**src/rtl/chess_pkg.sv**
```systemverilog
// Shared chess constants and types for the per-piece move rule blocks.
// Provides colour encodings, rank constants, allow-vector bit indices,
// the packed board-square type and a colour-relative rank helper.
package chess_pkg;

    localparam int unsigned RANK_W  = 3;
    localparam int unsigned FILE_W  = 3;
    localparam int unsigned SQ_W    = RANK_W + FILE_W;
    localparam int unsigned ALLOW_W = 3;

    // Pawn colour encodings
    localparam logic WHITE = 1'b0;
    localparam logic BLACK = 1'b1;

    // Ranks as seen from white: RANK_1 is white's back rank
    localparam logic [RANK_W-1:0] RANK_1 = 3'd0;
    localparam logic [RANK_W-1:0] RANK_2 = 3'd1;
    localparam logic [RANK_W-1:0] RANK_3 = 3'd2;
    localparam logic [RANK_W-1:0] RANK_4 = 3'd3;
    localparam logic [RANK_W-1:0] RANK_5 = 3'd4;
    localparam logic [RANK_W-1:0] RANK_6 = 3'd5;
    localparam logic [RANK_W-1:0] RANK_7 = 3'd6;
    localparam logic [RANK_W-1:0] RANK_8 = 3'd7;

    // Bit positions inside the allow vector
    localparam int unsigned ALLOW_SINGLE = 0;
    localparam int unsigned ALLOW_DOUBLE = 1;
    localparam int unsigned ALLOW_PROMO  = 2;

    typedef logic [RANK_W-1:0]  rank_t;
    typedef logic [FILE_W-1:0]  file_t;
    typedef logic [ALLOW_W-1:0] allow_t;

    // Board square, index = rank*8 + file
    typedef struct packed {
        rank_t rank;
        file_t file;
    } square_t;

    // Rank as seen from the pawn's own side: black ranks are mirrored so
    // that both colours advance from RANK_2 towards RANK_8.
    function automatic rank_t rel_rank(input rank_t rank, input logic color);
        rel_rank = (color == BLACK) ? rank_t'(RANK_8 - rank) : rank;
    endfunction

endpackage : chess_pkg

```
**src/rtl/pawn_rules_comb.sv**
```systemverilog
// Combinational pawn forward-move rule function.
// Ports:
//   pos_i    : pawn square {rank, file}
//   color_i  : pawn colour (WHITE/BLACK)
//   allow_c  : unregistered permission flags {promo, double, single}
module pawn_rules_comb
    import chess_pkg::*;
(
    input  logic [5:0] pos_i,
    input  logic       color_i,
    output logic [2:0] allow_c
);

    square_t sq;
    rank_t   rrank;
    file_t   unused_file;

    assign sq          = square_t'(pos_i);
    assign rrank       = rel_rank(sq.rank, color_i);
    // Pawn pushes are file-independent
    assign unused_file = sq.file;

    // Rule table over the colour-relative rank
    always_comb begin
        allow_c = '0;
        unique case (rrank)
            // Own back rank is not a legal pawn square; last rank has no forward square
            RANK_1, RANK_8: allow_c = '0;
            RANK_2: begin
                allow_c[ALLOW_SINGLE] = 1'b1;
                allow_c[ALLOW_DOUBLE] = 1'b1;
            end
            RANK_3, RANK_4, RANK_5, RANK_6: begin
                allow_c[ALLOW_SINGLE] = 1'b1;
            end
            RANK_7: begin
                allow_c[ALLOW_SINGLE] = 1'b1;
                allow_c[ALLOW_PROMO]  = 1'b1;
            end
            default: allow_c = '0;
        endcase
    end

endmodule : pawn_rules_comb

```
**src/rtl/pawn_move_allow.sv**
```systemverilog
// Registered pawn move-permission generator.
// Ports:
//   clk       : system clock, rising edge
//   reset     : synchronous active-low reset
//   pos       : pawn square {rank[2:0], file[2:0]}
//   colorPawn : 0 = white, 1 = black
//   allow     : registered flags [0] single, [1] double, [2] promotion
module pawn_move_allow
    import chess_pkg::*;
(
    input  logic       clk,
    input  logic       reset,
    input  logic [5:0] pos,
    input  logic       colorPawn,
    output logic [2:0] allow
);

    allow_t allow_d;
    allow_t allow_q;

    pawn_rules_comb u_rules (
        .pos_i   (pos),
        .color_i (colorPawn),
        .allow_c (allow_d)
    );

    // Output register; reset wins over any evaluation
    always_ff @(posedge clk) begin
        if (!reset) begin
            allow_q <= '0;
        end else begin
            allow_q <= allow_d;
        end
    end

    assign allow = allow_q;

endmodule : pawn_move_allow

```
**config.mk**
```make
export PLATFORM = sky130hd
export DESIGN_NAME = pawn_move_allow
export DESIGN_NICKNAME = d
export VERILOG_FILES = /design/src/rtl/chess_pkg.sv /design/src/rtl/pawn_rules_comb.sv /design/src/rtl/pawn_move_allow.sv
export SDC_FILE = /design/constraint.sdc
export NUM_CORES = 1
export LEC_CHECK = 0
export BUFFER_PORTS_ARGS = -buffer_cell sky130_fd_sc_hd__buf_2
export CORE_AREA = 4 4 41 43
export CTS_BUF_LIST = sky130_fd_sc_hd__clkbuf_4
export DETAILED_ROUTE_END_ITERATION = 6
export DIE_AREA = 0 0 45 47
export HOLD_SLACK_MARGIN = 0.05
export PLACE_DENSITY_LB_ADDON = 0.3
export SYNTH_ARGS = -nofsm -noshare
export SYNTH_HDL_FRONTEND = slang
export SYNTH_HIERARCHICAL = 1
export SYNTH_SLANG_ARGS = --single-unit
```
**constraint.sdc**
```tcl
create_clock -name clk -period 1 [get_ports clk]
set_clock_uncertainty 0.15 [all_clocks]
set_input_delay 0.15 -clock clk [delete_from_list [all_inputs] [get_ports clk]]
set_output_delay 0.15 -clock clk [all_outputs]
set_load 0.05 [all_outputs]
```
; ---- Word level (Yosys, flattened, before mapping)
; Cells that the tools add are included.
[op_classes]
mux = 4
n_eq_ne = 7
reduce_logical = 3
n_addsub = 1
[ops]
columns = op, count
row1 = "3-bit equality test, second input constant", 4
row2 = "3-bit by 2-bit equality test with 1-bit output, second input constant", 2
row3 = 6-bit OR reduction, 1
row4 = "3-bit by 1-bit equality test with 1-bit output, second input constant", 1
row5 = 3-bit zero test, 1
row6 = 3-bit two-way mux, 1
row7 = "3-bit subtractor, first input constant", 1
row8 = 1-bit two-way mux, 2
row9 = 1-bit one-hot mux with 2 select lines, 1
row10 = 2-bit OR reduction, 1
[word_totals]
output_inout_bits = 3
wordCells = 16
in_bits = 9
ff_bits = 3

; ---- Depth between registers and ports, before layout
; Gate-level depths: netlist of the first run.
[logic_depth]
ltp_word = 5
depth_mapped = 3
depth_no_buf = 3

; ---- Modules after synthesis
; Netlist of the first run, hierarchy kept.
[modules_own_cells]
columns = module, cells_each, n_inst, seq_area_each_um2, area_each_um2
row1 = pawn_move_allow, 6, 1, 60.1, 78.8
row2 = pawn_rules_comb, 7, 1, 0.0, 52.6

; ---- Worst setup path after synthesis of the first run
; OpenSTA, ideal clock, no wires.
[synth_path]
path_type = input -> register
start = in pos[5]
end = reg allow_q[2] (netlist: allow[2])
cell_stages = 3
setup_time_ns = 0.059
t_arrival_ns = 0.756
slack_ns = 0.035
n_path_buf = 0
path_cell_list = or3b_1 -> mux2i_1 -> and2_1
[synth_via]
elab_chain_cells = 4
[synth_lines]
columns = element, line_no
row1 = "start, declared", pawn_move_allow.sv:13  ; input logic [5:0] pos,
row2 = 3-bit subtractor, chess_pkg.sv:43  ; rel_rank = (color == BLACK) ? rank_t'(RANK_8 - rank) : rank;
row3 = 3-bit two-way mux (*), chess_pkg.sv:43
row4 = 3-bit equality test (*), pawn_rules_comb.sv:26  ; unique case (rrank)
row5 = 1-bit two-way mux (*), pawn_rules_comb.sv:26
row6 = named net allow_d[2], pawn_move_allow.sv:18  ; allow_t allow_d;
row7 = "end signal, assigned", pawn_move_allow.sv:32  ; allow_q <= allow_d;
row8 = "end, declared", pawn_move_allow.sv:19  ; allow_t allow_q;
; Mark *: on every way through the listed nets, which the timed path passes. The rest lies on a longest branch.
; A chain may end at the register's enable or synchronous reset.

; ---- Worst setup path after layout of the first run
[layout_path]
start = reg allow_q[2] (netlist: allow[2])
end = out allow[2]
[layout_lines]
columns = element, line_no
row1 = "end, declared", pawn_move_allow.sv:15  ; output logic [2:0] allow
; No word-level cell between the ends.

==> impl_metrics.csv, run 1 <==
group,metric,value,unit
run_status,status,"complete, no violations",
min_path,hold_end,"allow[1]",
route,drtIter0Drc,0,
clocking,cts.htree.levels,1,
timing,post-route-period-util,0.997,
global_routing,track_usage,0.0497,
clocking,cts_setup_buffers,0,
worst_setup_path,crit_required,0.70,ns
worst_setup_path,cp_num_buf_inv,1,
global_routing,grt-ovfl-total,0,
route,vias,147,
timing,final_hold_viol_count,0,
cells_and_area,syn2layout_area_growth,114,%
placement,io_buffers,8,
route,wirelength,328,um
power_and_ir_drop,p_leak,0.132,nW
min_path,hold-path-cell-count,3,
die,initial_core_util,0.101,
clocking,cts_tree,"yes",
worst_setup_path,crit_arrival,0.70,ns
power_and_ir_drop,ir_drop,0.273,mV
synthesis,synth_cells,13,
cells_and_area,drive_gt1_frac,0.643,
clocking,clockBufferDepth,2,
cells_and_area,diodes,0,
cells_and_area,final_area,282,um2
die,rows,13,
die,die_width,45,um
cells_and_area,num-fill-cells,151,
worst_setup_path,path_class,"reg2out",
die,pin_count,12,
synthesis,syn_avg_cell_area,10.1,um2
clocking,clock_sink_count,3,
cells_and_area,largest_reg_flops,3,
route,dr.pass1.iters,1,
global_routing,grt_pass1_wl,607,um
route,routed_via_density,3.42,
global_routing,grt_max_degree,4,
timing,slew_headroom,0.898,
timing,fin_tns_setup,0,ns
synthesis,synth-seq-cells,3,
job,drv_cap,0,
clocking,cts-root-buf,"clkbuf_4",
timing,setup_slack,0.00342,ns
worst_setup_path,cp_top_family,"flip-flops",
min_path,worstHoldStart,"colorPawn",
timing,min_period,0.997,ns
timing,setup_viol,0,
worst_setup_path,max_stage_delay,0.32,ns
die,core,1300,um2
route,ant_nets,0,
synthesis,ys_warn_count,6,
synthesis,synth_area,131,um2
cells_and_area,nets,38,
timing,fin_hold_ws,0.116,ns
worst_setup_path,cp-start-kind,"register",
synthesis,synth_nets,22,
placement,post_dp_cell_area,213,um2
clocking,clkTransAtPathRegs,0.04,ns
placement,routabilityCongestion,0.581,
global_routing,grt_pass1_vias,168,
min_path,min_path_type,"in2reg",
power_and_ir_drop,power_density,1580,nW/um2
timing,tightest_slew,0.151,ns
synthesis,yosysSeqAreaShare,0.457,
route,drc,0,
worst_setup_path,crit_chain,"buf_8",
route,wl_per_cell,7.63,um
worst_setup_path,critPathMaxFanout,1,
clocking,cts_buffers,3,
worst_setup_path,cp_slowest_cell,"dfxtp_2",
die,die_y,47,um
global_routing,antenna_found_initial,0,
timing,rsz0062_at_grt,"true",
timing,max_freq,1000,MHz
synthesis,yosysUniqueCellTypes,8,
placement,dpl_worst_slack,-0.115,ns
power_and_ir_drop,power,0.446,mW
die,fp.dieArea,2120,um2
timing,drv_slew,0,
worst_setup_path,end_kind,"primary output",
## cell families (layout without fill, tap and decap cells)
| group | Yosys count | count (layout) | share of synthesized area |
|---|---|---|---|
| simple gates | 8 | 8 | 0.390 |
| flops | 3 | 3 | 0.457 |
| buf+inv | 0 | 15 | 0 |
| mux | 2 | 2 | 0.152 |
## how the worst max path moves through the flow
| stage | to | from | cells after the start |
|---|---|---|---|
| final | allow[2] | allow[2] | 1 |
| after global routing | allow[2] | allow[2] | 1 |
| after CTS | allow[2] | allow[2] | 1 |
| after detailed placement | allow[1] | pos[5] | 4 |
| after global placement | allow[2] | pos[5] | 4 |
| after floorplan | allow[2] | pos[5] | 3 |
## cell usage in the layout, fill, tap and decap left out, drive strengths merged
cell          n
buf          10
clkbuf        4
and2          3
dfxtp         3
mux2i         2
dlygate4sd3   1
or3b          1
nand3b        1
and3          1
nor3          1
nor2          1
## timing repair
item	CTS	global route
resized for setup	12	0
hold buffers	1	0
hold endpoints to repair	3	0
gates cloned	0	0
setup endpoints to repair	3	5
## layer usage
layer	vias to the layer above	track usage	share of wire
met1	60	0.0317	0.35
li1	74	-	-
met5	-	0	0
met3	2	0.0421	0.23
met2	11	0.0650	0.37
met4	0	0.0877	0.052
## cells in the mapped netlist (all sizes together)
cell	n	share of area
nor3	1	0.038
mux2i	2	0.15
dfxtp	3	0.46
and3	1	0.057
nor2	1	0.029
or3b	1	0.067
nand3b	1	0.057
and2	3	0.14
## final cells by class
| class | count | area [um2] | share of cell area |
|---|---|---|---|
| tap | 15 | 18.8 | 0.0667 |
| sequential | 3 | 63.8 | 0.227 |
| clock buffer | 4 | 30.0 | 0.107 |
| multi-input combinational | 10 | 71.3 | 0.253 |
| timing repair buffer | 11 | 97.6 | 0.347 |
## per-stage QoR
stage / cells / util
after detailed placement: 39 / 0.163
final: 43 / 0.216
after floorplan: 13 / -
after CTS: 44 / 0.220
after global placement: 39 / 0.163
after global routing: 43 / 0.216
## report_power, final
part / internal, mW / total (mW) / switching, mW / leakage [nW]
logic: 0.0402 / 0.0763 / 0.0361 / 0.0882
registers: 0.127 / 0.131 / 0.00357 / 0.0257
clock network: 0.177 / 0.239 / 0.0624 / 0.0184
(Power assumes the default switching activity.)
==> run 2: changes to the inputs <==
--- a/config.mk
+++ b/config.mk
@@ -7,7 +7,6 @@
 export LEC_CHECK = 0
 export BUFFER_PORTS_ARGS = -buffer_cell sky130_fd_sc_hd__buf_2
 export CORE_AREA = 4 4 41 43
-export CTS_BUF_LIST = sky130_fd_sc_hd__clkbuf_4
 export DETAILED_ROUTE_END_ITERATION = 6
 export DIE_AREA = 0 0 45 47
 export HOLD_SLACK_MARGIN = 0.05
==> impl_metrics.csv, run 2 (synthesis gave the netlist of run 1 again) <==
group,metric,value,unit
power_and_ir_drop,power,0.420,mW
clocking,clockBufferDepth,2,
clocking,clkTransAtPathRegs,0.04,ns
timing,fin_hold_ws,0.115,ns
route,routed_via_density,3.42,
power_and_ir_drop,p_leak,0.129,nW
die,core,1300,um2
worst_setup_path,end_kind,"primary output",
power_and_ir_drop,switching_power,0.103,mW
min_path,hold_end,"allow[1]",
route,wirelength,331,um
worst_setup_path,critPathMaxFanout,1,
worst_setup_path,max_stage_delay,0.32,ns
global_routing,grt_pass1_wl,607,um
cells_and_area,nets,38,
clocking,clock_sink_count,3,
timing,setup_slack,0.00265,ns
cells_and_area,stdcell_count,43,
placement,routabilityCongestion,0.581,
timing,drv_slew,0,
timing,slew_headroom,0.898,
global_routing,track_usage,0.0497,
worst_setup_path,path_class,"reg2out",
route,ant_nets,0,
min_path,hold-path-cell-count,3,
timing,min_period,0.997,ns
route,wl_per_cell,7.70,um
power_and_ir_drop,power_density,1510,nW/um2
worst_setup_path,cp_num_buf_inv,1,
cells_and_area,syn2layout_area_growth,111,%
timing,post-route-period-util,0.997,
worst_setup_path,cp_top_family,"flip-flops",
power_and_ir_drop,ir_drop,0.273,mV
route,vias,147,
power_and_ir_drop,swShare,0.245,
worst_setup_path,crit_required,0.70,ns
cells_and_area,layout_commonest_cell,"buf_2",
die,fp.dieArea,2120,um2
timing,max_freq,1000,MHz
worst_setup_path,crit_arrival,0.70,ns
cells_and_area,diodes,0,
clocking,cts_tree,"yes",
route,dr.pass1.iters,1,
run_status,status,"complete, no violations",
global_routing,antenna_found_initial,0,
cells_and_area,largest_reg_flops,3,
power_and_ir_drop,power_frac_seq,0.312,
clocking,cts.htree.levels,1,
die,rows,13,
route,drc,0,
worst_setup_path,cp-start-kind,"register",
timing,tightest_slew,0.151,ns
worst_setup_path,critPathLaunch,"allow[2]",
global_routing,grt_max_degree,4,
timing,rsz0062_at_grt,"true",
min_path,min_path_type,"in2reg",
power_and_ir_drop,power_frac_comb,0.182,
cells_and_area,drive_gt1_frac,0.607,
power_and_ir_drop,p_int,0.317,mW
timing,setup_viol,0,
clocking,cts_buffers,3,
die,die_y,47,um
power_and_ir_drop,pwr-share-clk,0.507,
cells_and_area,final_core_util,0.213,
route,drtIter0Drc,0,
die,initial_core_util,0.101,
worst_setup_path,crit_chain,"buf_8",
clocking,cts-root-buf,"clkbuf_4",
min_path,worstHoldStart,"colorPawn",
worst_setup_path,cp_slowest_cell,"dfxtp_2",
die,pin_count,12,
placement,io_buffers,8,
global_routing,grt_pass1_vias,168,
placement,place_inst,39,
timing,final_hold_viol_count,0,
global_routing,grt-ovfl-total,0,
placement,dpl_worst_slack,-0.115,ns
cells_and_area,num-fill-cells,153,
die,die_width,45,um
job,drv_cap,0,
[run 2: cell counts in the layout (fill, tap and decap cells not counted)]
No cell type changed its count.
[run 2: power by group through the flow]
stage,registers [mW],logic [mW],clock network (mW)
finish,0.131,0.0763,0.213
CTS,0.131,0.0785,0.228
global route,0.132,0.0828,0.226
detailed placement,0.129,0.0647,0
global placement,0.129,0.0622,0
floorplan,0.149,0.0134,0
[run 2: area by class of cell]
type | instances | area [um2] | area share
Sequential cell | 3 | 63.8 | 0.230
Timing Repair Buffer | 11 | 97.6 | 0.351
Tap cell | 15 | 18.8 | 0.0676
Multi-Input combinational cell | 10 | 71.3 | 0.257
Clock buffer | 4 | 26.3 | 0.0946
[run 2: repair_timing]
| item | 4_1_cts | 5_1_grt |
|---|---|---|
| endpoints found under the setup margin | 3 | 5 |
| hold buffers | 1 | 0 |
| setup buffers | 0 | 0 |
| hold endpoints to repair | 3 | 0 |
| gates resized for setup | 12 | 0 |
[run 2: metal layers]
metal | GRT usage | share of wire | routed length (um)
met1 | 0.0317 | 0.35 | 115
met2 | 0.0650 | 0.37 | 123
met3 | 0.0421 | 0.23 | 75
met4 | 0.0877 | 0.051 | 17
met5 | 0 | 0 | 0
[run 2: how the worst max path moves through the flow]
stage                to  slack [ns]  depth (start not counted)
2_1_floorplan  allow[2]        0.03                          3
4_1_cts        allow[2]       -0.01                          1
3_3_place_gp   allow[2]       -0.09                          4
5_1_grt        allow[2]       -0.02                          1
3_5_place_dp   allow[1]       -0.11                          4
6_report       allow[2]       0.003                          1
[run 2: per-stage QoR]
step / setup TNS [ns] / instance area, um2
after CTS: -0.0229 / 283
after global routing: -0.0496 / 278
after global placement: -0.164 / 213
after floorplan: 0 / 131
final: 0 / 278
after detailed placement: -0.249 / 213
==> run 3: changes to the inputs <==
--- a/config.mk
+++ b/config.mk
@@ -11,6 +11,7 @@
 export DIE_AREA = 0 0 45 47
 export HOLD_SLACK_MARGIN = 0.05
 export PLACE_DENSITY_LB_ADDON = 0.3
+export RECOVER_POWER = 50
 export SYNTH_ARGS = -nofsm -noshare
 export SYNTH_HDL_FRONTEND = slang
 export SYNTH_HIERARCHICAL = 1
==> impl_metrics.csv, run 3 (synthesis gave the netlist of run 1 again) <==
group,metric,value,unit
worst_setup_path,cp_slowest_cell,"dfxtp_2",
route,routed_via_density,3.42,
global_routing,grt-ovfl-total,0,
route,dr.pass1.iters,1,
min_path,min_path_type,"in2reg",
die,rows,13,
cells_and_area,diodes,0,
clocking,cts_buffers,3,
clocking,clock_sink_count,3,
power_and_ir_drop,power_density,1510,nW/um2
timing,max_freq,1000,MHz
placement,routabilityCongestion,0.581,
global_routing,grt_max_degree,4,
die,die_y,47,um
worst_setup_path,crit_required,0.70,ns
cells_and_area,syn2layout_area_growth,111,%
clocking,clockBufferDepth,2,
job,drv_cap,0,
cells_and_area,nets,38,
placement,io_buffers,8,
clocking,cts-root-buf,"clkbuf_4",
worst_setup_path,cp_top_family,"flip-flops",
worst_setup_path,critPathMaxFanout,1,
worst_setup_path,path_class,"reg2out",
cells_and_area,drive_gt1_frac,0.607,
clocking,cts_tree,"yes",
die,fp.dieArea,2120,um2
die,initial_core_util,0.101,
power_and_ir_drop,ir_drop,0.273,mV
route,wirelength,331,um
run_status,status,"complete, no violations",
clocking,cts.htree.levels,1,
route,wl_per_cell,7.70,um
placement,post_dp_cell_area,213,um2
timing,final_hold_viol_count,0,
die,core,1300,um2
clocking,cts_setup_buffers,0,
timing,post-route-period-util,0.997,
timing,min_period,0.997,ns
die,die_width,45,um
worst_setup_path,cp_num_buf_inv,1,
worst_setup_path,crit_chain,"buf_8",
cells_and_area,layout_commonest_cell,"buf_2",
worst_setup_path,end_kind,"primary output",
global_routing,antenna_found_initial,0,
cells_and_area,most-common-layout-cells,"buf_2 (4), dfxtp_2 (3), clkbuf_4 (3), buf_8 (3), buf_4 (3)",
die,pin_count,12,
route,ant_nets,0,
timing,rsz0062_at_grt,"true",
timing,slew_headroom,0.898,
worst_setup_path,crit_arrival,0.70,ns
worst_setup_path,cp-start-kind,"register",
timing,fin_tns_setup,0,ns
cells_and_area,final_area,278,um2
worst_setup_path,max_stage_delay,0.32,ns
timing,drv_slew,0,
route,drc,0,
cells_and_area,largest_reg_flops,3,
cells_and_area,num-fill-cells,153,
power_and_ir_drop,p_leak,0.128,nW
timing,tightest_slew,0.151,ns
global_routing,grt_pass1_wl,607,um
global_routing,track_usage,0.0497,
clocking,clkTransAtPathRegs,0.04,ns
cells_and_area,final_core_util,0.213,
global_routing,grt_pass1_vias,168,
timing,setup_viol,0,
route,vias,147,
route,drtIter0Drc,0,
==> run 3: cell counts in the layout (fill, tap and decap cells not counted) <==
Identical to the previous run, type by type.
==> run 3: metal layers <==
layer | part of all wire | GRT usage | up-vias
met5 | 0 | 0 | -
met3 | 0.23 | 0.0421 | 2
li1 | - | - | 74
met4 | 0.051 | 0.0877 | 0
met2 | 0.37 | 0.0650 | 11
met1 | 0.34 | 0.0317 | 60
==> run 3: area by class of cell <==
cell class | instances | area [um2] | area share
flip-flops and latches | 3 | 63.8 | 0.230
well taps | 15 | 18.8 | 0.0676
clock buffers | 4 | 26.3 | 0.0946
multi-input cells | 10 | 71.3 | 0.257
repair buffers | 11 | 97.6 | 0.351
==> run 3: stage by stage <==
step | cells | hold slack [ns] | setup slack [ns] | power [mW]
after floorplan | 13 | 0.122 | 0.0349 | 0.163
after global placement | 39 | 0.229 | -0.0879 | 0.191
after detailed placement | 39 | 0.236 | -0.115 | 0.194
after CTS | 44 | 0.110 | -0.0130 | 0.437
after global routing | 43 | 0.140 | -0.0228 | 0.441
final | 43 | 0.115 | 0.00265 | 0.420
==> run 3: report_power, final <==
part | leakage [nW] | internal, mW | switching, mW
Clock | 0.0150 | 0.150 | 0.0632
Combinational | 0.0873 | 0.0400 | 0.0361
Sequential | 0.0257 | 0.127 | 0.00357
Total | 0.128 | 0.317 | 0.103
==> run 3: path summary, 6_finish.rpt <==
path                   from        to  slack (ns)  cells after the start
setup / recovery   allow[2]  allow[2]       0.003                      1
hold / removal    colorPawn  allow[1]        0.12                      3
==> run 3: repair_timing <==
item | CTS | global route
hold buffers | 1 | 0
endpoints found under the setup margin | 3 | 5
pin swaps | 0 | 0
endpoints found under the hold margin | 3 | 0
resized for setup | 12 | 0
